## src/rtl/systolic_mm_if.sv

```systemverilog
// Host/array-facing bundle for systolic_mm_controller.
// Host side: start, load_en/load_sel/load_row/load_col/load_data in; busy, done, result out.
// Array side: arr_reset, arr_in_a, arr_in_b out; arr_out_sum in (row-major, i*N+j).
// master = host + array instance, slave = controller.
interface systolic_mm_if #(
    parameter int DATA_SIZE   = 32,
    parameter int MATRIX_SIZE = 3
);
    localparam int N  = MATRIX_SIZE;
    localparam int IW = (N > 1) ? $clog2(N) : 1;

    logic                          start;
    logic                          load_en;
    logic                          load_sel;
    logic [IW-1:0]                 load_row;
    logic [IW-1:0]                 load_col;
    logic [DATA_SIZE-1:0]          load_data;
    logic                          busy;
    logic                          done;
    logic                          arr_reset;
    logic [N-1:0][DATA_SIZE-1:0]   arr_in_a;
    logic [N-1:0][DATA_SIZE-1:0]   arr_in_b;
    logic [N*N-1:0][DATA_SIZE-1:0] arr_out_sum;
    logic [N*N-1:0][DATA_SIZE-1:0] result;

    modport master (
        output start, load_en, load_sel, load_row, load_col, load_data, arr_out_sum,
        input  busy, done, arr_reset, arr_in_a, arr_in_b, result
    );
    modport slave (
        input  start, load_en, load_sel, load_row, load_col, load_data, arr_out_sum,
        output busy, done, arr_reset, arr_in_a, arr_in_b, result
    );
endinterface

```

## src/rtl/systolic_mm_controller.sv

```systemverilog
// Sequencer for an NxN systolic matrix-multiply array.
// Buffers A and B from the load port, and on start runs CLEAR -> FEED (2N-1) ->
// DRAIN (N) -> CAPTURE, driving skewed operand streams and latching the product.
// Ports: clk, reset (async, active high), bus (systolic_mm_if.slave).
// All bus outputs are registered from next-state values (Moore, valid whole cycle).
module systolic_mm_controller #(
    parameter int DATA_SIZE   = 32,
    parameter int MATRIX_SIZE = 3
) (
    input  logic           clk,
    input  logic           reset,
    systolic_mm_if.slave   bus
);
    localparam int N  = MATRIX_SIZE;
    localparam int DW = DATA_SIZE;
    localparam int IW = (N > 1) ? $clog2(N) : 1;
    localparam int CW = $clog2(3 * N);
    localparam logic [CW-1:0] FEED_LAST  = CW'(2 * N - 2);
    localparam logic [CW-1:0] DRAIN_LAST = CW'(3 * N - 2);
    localparam logic [CW-1:0] N_CNT      = CW'(N);
    localparam logic [IW:0]   N_IDX      = (IW + 1)'(N);

    typedef enum logic [2:0] {IDLE, CLEAR, FEED, DRAIN, CAPTURE} state_e;

    state_e                     state_q, state_d;
    logic [CW-1:0]              cnt_q, cnt_d;
    logic [N-1:0][N-1:0][DW-1:0] a_q, b_q;        // [row][col]
    logic [N-1:0][DW-1:0]       in_a_q, in_b_q, in_a_d, in_b_d;
    logic [N*N-1:0][DW-1:0]     res_q;
    logic                       busy_q, done_q, arr_rst_q;
    logic                       wr_ok;

    assign wr_ok = (state_q == IDLE) && bus.load_en &&
                   ({1'b0, bus.load_row} < N_IDX) && ({1'b0, bus.load_col} < N_IDX);

    always_comb begin
        state_d = state_q;
        cnt_d   = cnt_q;
        unique case (state_q)
            IDLE:    if (bus.start) state_d = CLEAR;
            CLEAR: begin
                state_d = FEED;
                cnt_d   = '0;
            end
            FEED: begin
                cnt_d = cnt_q + CW'(1);
                if (cnt_q == FEED_LAST) state_d = DRAIN;
            end
            DRAIN: begin
                cnt_d = cnt_q + CW'(1);
                if (cnt_q == DRAIN_LAST) state_d = CAPTURE;
            end
            CAPTURE: begin
                state_d = IDLE;
                cnt_d   = '0;
            end
            default: state_d = IDLE;
        endcase
    end

    // Lane i carries A[i][t-i] and B[t-i][i]. When t < i the subtraction wraps
    // to a value far above N, so the single k < N test covers both bounds.
    for (genvar i = 0; i < N; i++) begin : g_lane
        localparam logic [CW-1:0] OFF = CW'(i);
        logic [CW-1:0] k;
        logic          live;
        assign k         = cnt_d - OFF;
        assign live      = (state_d == FEED) && (k < N_CNT);
        assign in_a_d[i] = live ? a_q[i][IW'(k)] : '0;
        assign in_b_d[i] = live ? b_q[IW'(k)][i] : '0;
    end

    always_ff @(posedge clk or posedge reset) begin
        if (reset) begin
            state_q   <= IDLE;
            cnt_q     <= '0;
            a_q       <= '0;
            b_q       <= '0;
            in_a_q    <= '0;
            in_b_q    <= '0;
            res_q     <= '0;
            busy_q    <= 1'b0;
            done_q    <= 1'b0;
            arr_rst_q <= 1'b0;
        end else begin
            state_q   <= state_d;
            cnt_q     <= cnt_d;
            in_a_q    <= in_a_d;
            in_b_q    <= in_b_d;
            busy_q    <= (state_d != IDLE);
            done_q    <= (state_d == CAPTURE);
            arr_rst_q <= (state_d == CLEAR);
            // Latch on entry to CAPTURE so result is valid alongside done.
            if (state_q == DRAIN && state_d == CAPTURE) res_q <= bus.arr_out_sum;
            if (wr_ok) begin
                if (bus.load_sel) b_q[bus.load_row][bus.load_col] <= bus.load_data;
                else              a_q[bus.load_row][bus.load_col] <= bus.load_data;
            end
        end
    end

    // Array clear is also forced for as long as reset is held.
    assign bus.arr_reset = arr_rst_q | reset;
    assign bus.arr_in_a  = in_a_q;
    assign bus.arr_in_b  = in_b_q;
    assign bus.result    = res_q;
    assign bus.busy      = busy_q;
    assign bus.done      = done_q;
endmodule

```

## src/flat_wrapper.sv

```systemverilog
// flat-port wrapper written by rule: the top's interface ports become plain ports
module systolic_mm_controller_flat 
#(
    parameter int DATA_SIZE   = 32,
    parameter int MATRIX_SIZE = 3
)
  (clk, reset, bus_start, bus_load_en, bus_load_sel, bus_load_row, bus_load_col, bus_load_data, bus_arr_out_sum, bus_busy, bus_done, bus_arr_reset, bus_arr_in_a, bus_arr_in_b, bus_result);
  systolic_mm_if #(.DATA_SIZE(DATA_SIZE), .MATRIX_SIZE(MATRIX_SIZE)) bus_i ();
  input  logic clk;
  input  logic reset;
  input wire logic [$bits(bus_i.start)-1:0] bus_start;
  input wire logic [$bits(bus_i.load_en)-1:0] bus_load_en;
  input wire logic [$bits(bus_i.load_sel)-1:0] bus_load_sel;
  input wire logic [$bits(bus_i.load_row)-1:0] bus_load_row;
  input wire logic [$bits(bus_i.load_col)-1:0] bus_load_col;
  input wire logic [$bits(bus_i.load_data)-1:0] bus_load_data;
  input wire logic [$bits(bus_i.arr_out_sum)-1:0] bus_arr_out_sum;
  output wire logic [$bits(bus_i.busy)-1:0] bus_busy;
  output wire logic [$bits(bus_i.done)-1:0] bus_done;
  output wire logic [$bits(bus_i.arr_reset)-1:0] bus_arr_reset;
  output wire logic [$bits(bus_i.arr_in_a)-1:0] bus_arr_in_a;
  output wire logic [$bits(bus_i.arr_in_b)-1:0] bus_arr_in_b;
  output wire logic [$bits(bus_i.result)-1:0] bus_result;
  assign bus_i.start = bus_start;
  assign bus_i.load_en = bus_load_en;
  assign bus_i.load_sel = bus_load_sel;
  assign bus_i.load_row = bus_load_row;
  assign bus_i.load_col = bus_load_col;
  assign bus_i.load_data = bus_load_data;
  assign bus_i.arr_out_sum = bus_arr_out_sum;
  assign bus_busy = bus_i.busy;
  assign bus_done = bus_i.done;
  assign bus_arr_reset = bus_i.arr_reset;
  assign bus_arr_in_a = bus_i.arr_in_a;
  assign bus_arr_in_b = bus_i.arr_in_b;
  assign bus_result = bus_i.result;
  systolic_mm_controller #(.DATA_SIZE(DATA_SIZE), .MATRIX_SIZE(MATRIX_SIZE)) u_core (.clk(clk), .reset(reset), .bus(bus_i));
endmodule
```

## config.mk

```make
export PLATFORM = sky130hd
export DESIGN_NAME = systolic_mm_controller_flat
export DESIGN_NICKNAME = d
export VERILOG_FILES = /design/src/rtl/systolic_mm_if.sv /design/src/rtl/systolic_mm_controller.sv /design/src/flat_wrapper.sv
export SDC_FILE = /design/constraint.sdc
export NUM_CORES = 2
export LEC_CHECK = 0
export ABC_AREA = 1
export BUFFER_PORTS_ARGS = -buffer_cell sky130_fd_sc_hd__buf_2
export CAP_MARGIN = 25
export CORE_AREA = 10 10 311 313
export CTS_CLUSTER_DIAMETER = 50
export DETAILED_ROUTE_END_ITERATION = 16
export DIE_AREA = 0 0 321 323
export PLACE_DENSITY = 0.72
export SYNTH_ARGS = -nofsm -noshare
export SYNTH_HDL_FRONTEND = slang
export SYNTH_SLANG_ARGS = --single-unit
```

## constraint.sdc

```tcl
create_clock -name clk -period 79.1 [get_ports clk]
set_input_delay 15.82 -clock clk [delete_from_list [all_inputs] [get_ports clk]]
set_output_delay 15.82 -clock clk [all_outputs]
set_load 0.02 [all_outputs]
```

==> metrics.md <==
| Metric | Value |
|---|---|
| GP Congestion | 0.9226 |
| Largest net degree at the start of global routing | 132 |
| Ranking of synthesized cells by area | dfrtp_1 60%, nand2_1 16%, inv_1 5.3% |
| Clock transition time at the flip-flop clock pins of the worst setup and hold paths | 0.05 ns |
| Chip width | 321 µm |
| Post_cts resized | 0 |
| Routed length on met1 | 56940 µm |
| Buffers inserted during post-CTS setup optimization | 0 |
| H-tree level count | 3 |
| Final cycle utilization of the critical path | 40.74% |
| Worst endpoint required time | 63.28 ns |
| Area growth from synthesis to layout | 20.37% |
| Post-Place Cells | 6943 |
| Slew of the pin with the lowest slew margin | 1.089 ns |
| Result of the run | finished clean |
| Detail Route met2 WL | 69540 µm |
| Initial DRT Pass Iterations | 6 |
| Startpoint of the tightest hold check path | u_core.bus.result[134] |
| Launch instance of the worst register-to-register path | u_core.state_q[0] |
| Initial antenna violation count | 9 |
| Share of total power in the clock network | 27.8% |
| Kind of end point of the critical path | primary output |
| Area taken by multi-input logic gates | 13750 µm² |
| Share of total power consumed by net switching | 42.45% |
| DR WL/cell | 19.91 µm |
| Internal Dissipation | 1.275 mW |
| Destination of the worst register-to-register timing path | u_core.bus.arr_in_b[35] |
| Area of all placed cells without fillers | 53270 µm² |
| Switching pwr | 0.9409 mW |
| Half-perimeter wire length of the detailed placement result | 91980 µm |
| Endpoints failing setup | 0 |
| Std cell rows | 111 |
| Iter 0 DRT Violations | 3754 |
| Worst slew margin relative to its limit | 27.43% |
| Worst Hold End | u_core.bus.result[134] |
| Synth Flop Type | dfrtp_1 |
| Wire length after detailed routing | 142900 µm |
| Layout cells sized above 1 | 18.61% |
| Post-Place Worst Slack | 46.87 ns |
| Count of yosys warnings during synthesis | 0 |
| Final count of pins violating max slew | 0 |
| Aggregate global routing overflow | 0 |
| Post-route core utilization | 58.65% |
| Most repeated cell in the gate-level netlist after synthesis | nand2_1 |
| Number of nets still failing antenna checks after routing | 0 |
| Post-synthesis instance area | 44260 µm² |
| Fraction of synthesized cell area taken by the top area cell type | 60.27% |
| Power per unit of standard cell area | 41.60 nW/µm² |
| Highest metal layer with signal wires | met5 |
| Effective utilization at floorplan | 48.73% |
| Setup TNS | 0 ns |
| Die boundary height | 323 µm |
| Post-synthesis cell type count | 28 |
| Vias per cell | 5.117 |
| Sinks on Clock Net | 1066 |
| Boundary pin count | 812 |
| Total Die Area | 103700 µm² |
| Achievable frequency | 0.03103 GHz |
| Count of hold-fix buffers inserted at cts | 0 |
| Worst clock skew | 0.04084 ns |
| Final cell count without fillers | 7178 |
| Total global-route track usage | 26.83% |
| Crit path time final | 32.23 ns |
| Worst min-delay path category | flop to flop |
| Number of storage elements in the synthesis netlist | 1066 |
| Dpl cell area | 48660 µm² |
| Worst Path Arrival | 16.41 ns |
| Sequential Power Share | 32.8% |
| Register area | 26680 µm² |
| Unrepaired setup endpoints after global routing | no |
| Category of the worst setup path launch point | primary input |
| Port buffer count | 811 |
| Maximum fanout encountered on the critical timing path | 2 |
| Post-synthesis area per instance | 8.456 µm² |
| Via count of the routed design | 36.73k |
| Number of synthesized flops with an enable pin | 0 |
| CTS Root Buffer Type | clkbuf_16 |
| Worst setup slack after layout | 46.87 ns |
| Clock Tree Buf Depth | 3 |
| Worst Hold Depth | 2 |
| Insertion delay to the later sink of the worst-skew pair | 0.71 ns |
| Async set or reset register ratio after synthesis | 100.0% |
| Commonest cells in the netlist | 1923 x nand2_1, 1066 x dfrtp_1, 628 x inv_1 |
| Worst Reg2Reg Path Length in Cells | 11 |
| Final number of hold-violating endpoints | 0 |
| Synth Instances | 5234 |
| DR DRC count | 0 |
| Gate power share | 39.4% |
| Filler cell count | 8005 |
| Length of routed met3 wiring | 10440 µm |
| Worst VDD drop | 72.11 µV |
| Number of global-route vias before repair | 35.09k |
| Clock tree from TritonCTS | yes |
| Standby leakage power | 27.77 nW |
| Core outline area | 90830 µm² |
| Reg2Reg Setup Slack | 73.98 ns |
| Net count reported at finish | 6221 |
| Max Cap Viol | 0 |
| Path type of the worst setup path | primary input to primary output |
| Portion of the post-synthesis area used by sequential elements | 60.27% |
| Global-route wire length before repair | 216100 µm |
| Post-synthesis net count | 5571 |
| Cell taking the most area after synthesis | dfrtp_1 |
| CTS Buf Count | 120 |
-- final cells by class --
cell class	instances	share of cell area (%)
inverters	632	4.481
diodes	5	0.02349
flip-flops and latches	1066	50.07
well taps	1186	2.785
multi-input cells	3208	25.81
repair buffers	856	8.441
clock buffers	148	6.193
clock inverters	77	2.189
-- how the worst max path moves through the flow --
stage	start	end	slack, ns
6_report	reset	bus_arr_reset	46.87
5_1_grt	reset	bus_arr_reset	46.84
3_3_place_gp	reset	bus_arr_reset	46.87
4_1_cts	reset	bus_arr_reset	46.87
2_1_floorplan	reset	u_core.a_q[0]	33.27
3_5_place_dp	reset	bus_arr_reset	46.87
-- power groups by stage --
stage / Sequential (mW) / Clock, mW / Combinational [mW]
after floorplan: 0.863 / 0 / 0.414
after global placement: 0.730 / 0 / 0.857
after detailed placement: 0.734 / 0 / 0.866
after CTS: 0.727 / 0.624 / 0.870
after global routing: 0.741 / 0.649 / 0.949
final: 0.728 / 0.615 / 0.873
-- routing by layer --
metal	vias to the layer above	global-route usage [%]
li1	17357	-
met1	17701	33.79
met4	2	11.67
met3	217	5.498
met2	1450	44.64
met5	-	0
-- placed cells by master, fill, tap and decap left out, drive strengths merged --
cell type,n
a21oi,130
buf,856
bufinv,24
clkbuf,148
clkinv,30
clkinvlp,11
dfrtp,1066
diode,5
ha,8
inv,644
nand2,1924
nand3,351
nand3b,1
nand4,3
nor2,211
o21ai,577
o22ai,1
or2,2
-- sequential cells by signal, summed over array words and instances, names as in the netlist --
signal               cells
u_core.cnt_q             4
u_core.bus.busy          1
u_core.arr_rst_q         1
u_core.bus.result      288
u_core.bus.arr_in_b     96
u_core.state_q           3
u_core.a_q             288
u_core.bus.done          1
u_core.bus.arr_in_a     96
u_core.b_q             288
-- kinds of logic after synthesis --
logic type	count (synthesis)	synth area share (%)
DFF	1066	60.27
and+or+nand+nor	2492	22.61
AOI/OAI and AO/OA	708	8.040
buffers and inverters	960	8.849
adders and majority gates	8	0.2262
-- stage by stage --
stage | total power [mW] | hold slack (ns)
floorplan | 1.277 | 0.4530
global placement | 1.587 | 0.4559
detailed placement | 1.600 | 0.4593
CTS | 2.221 | 0.4741
global route | 2.339 | 0.4886
finish | 2.216 | 0.4699
-- critical path, stage by stage --
cell and delay, ns:
buf_2 0.13, or2_2 0.29, buf_2 0.16
Power figures use the tool's default switching activity.
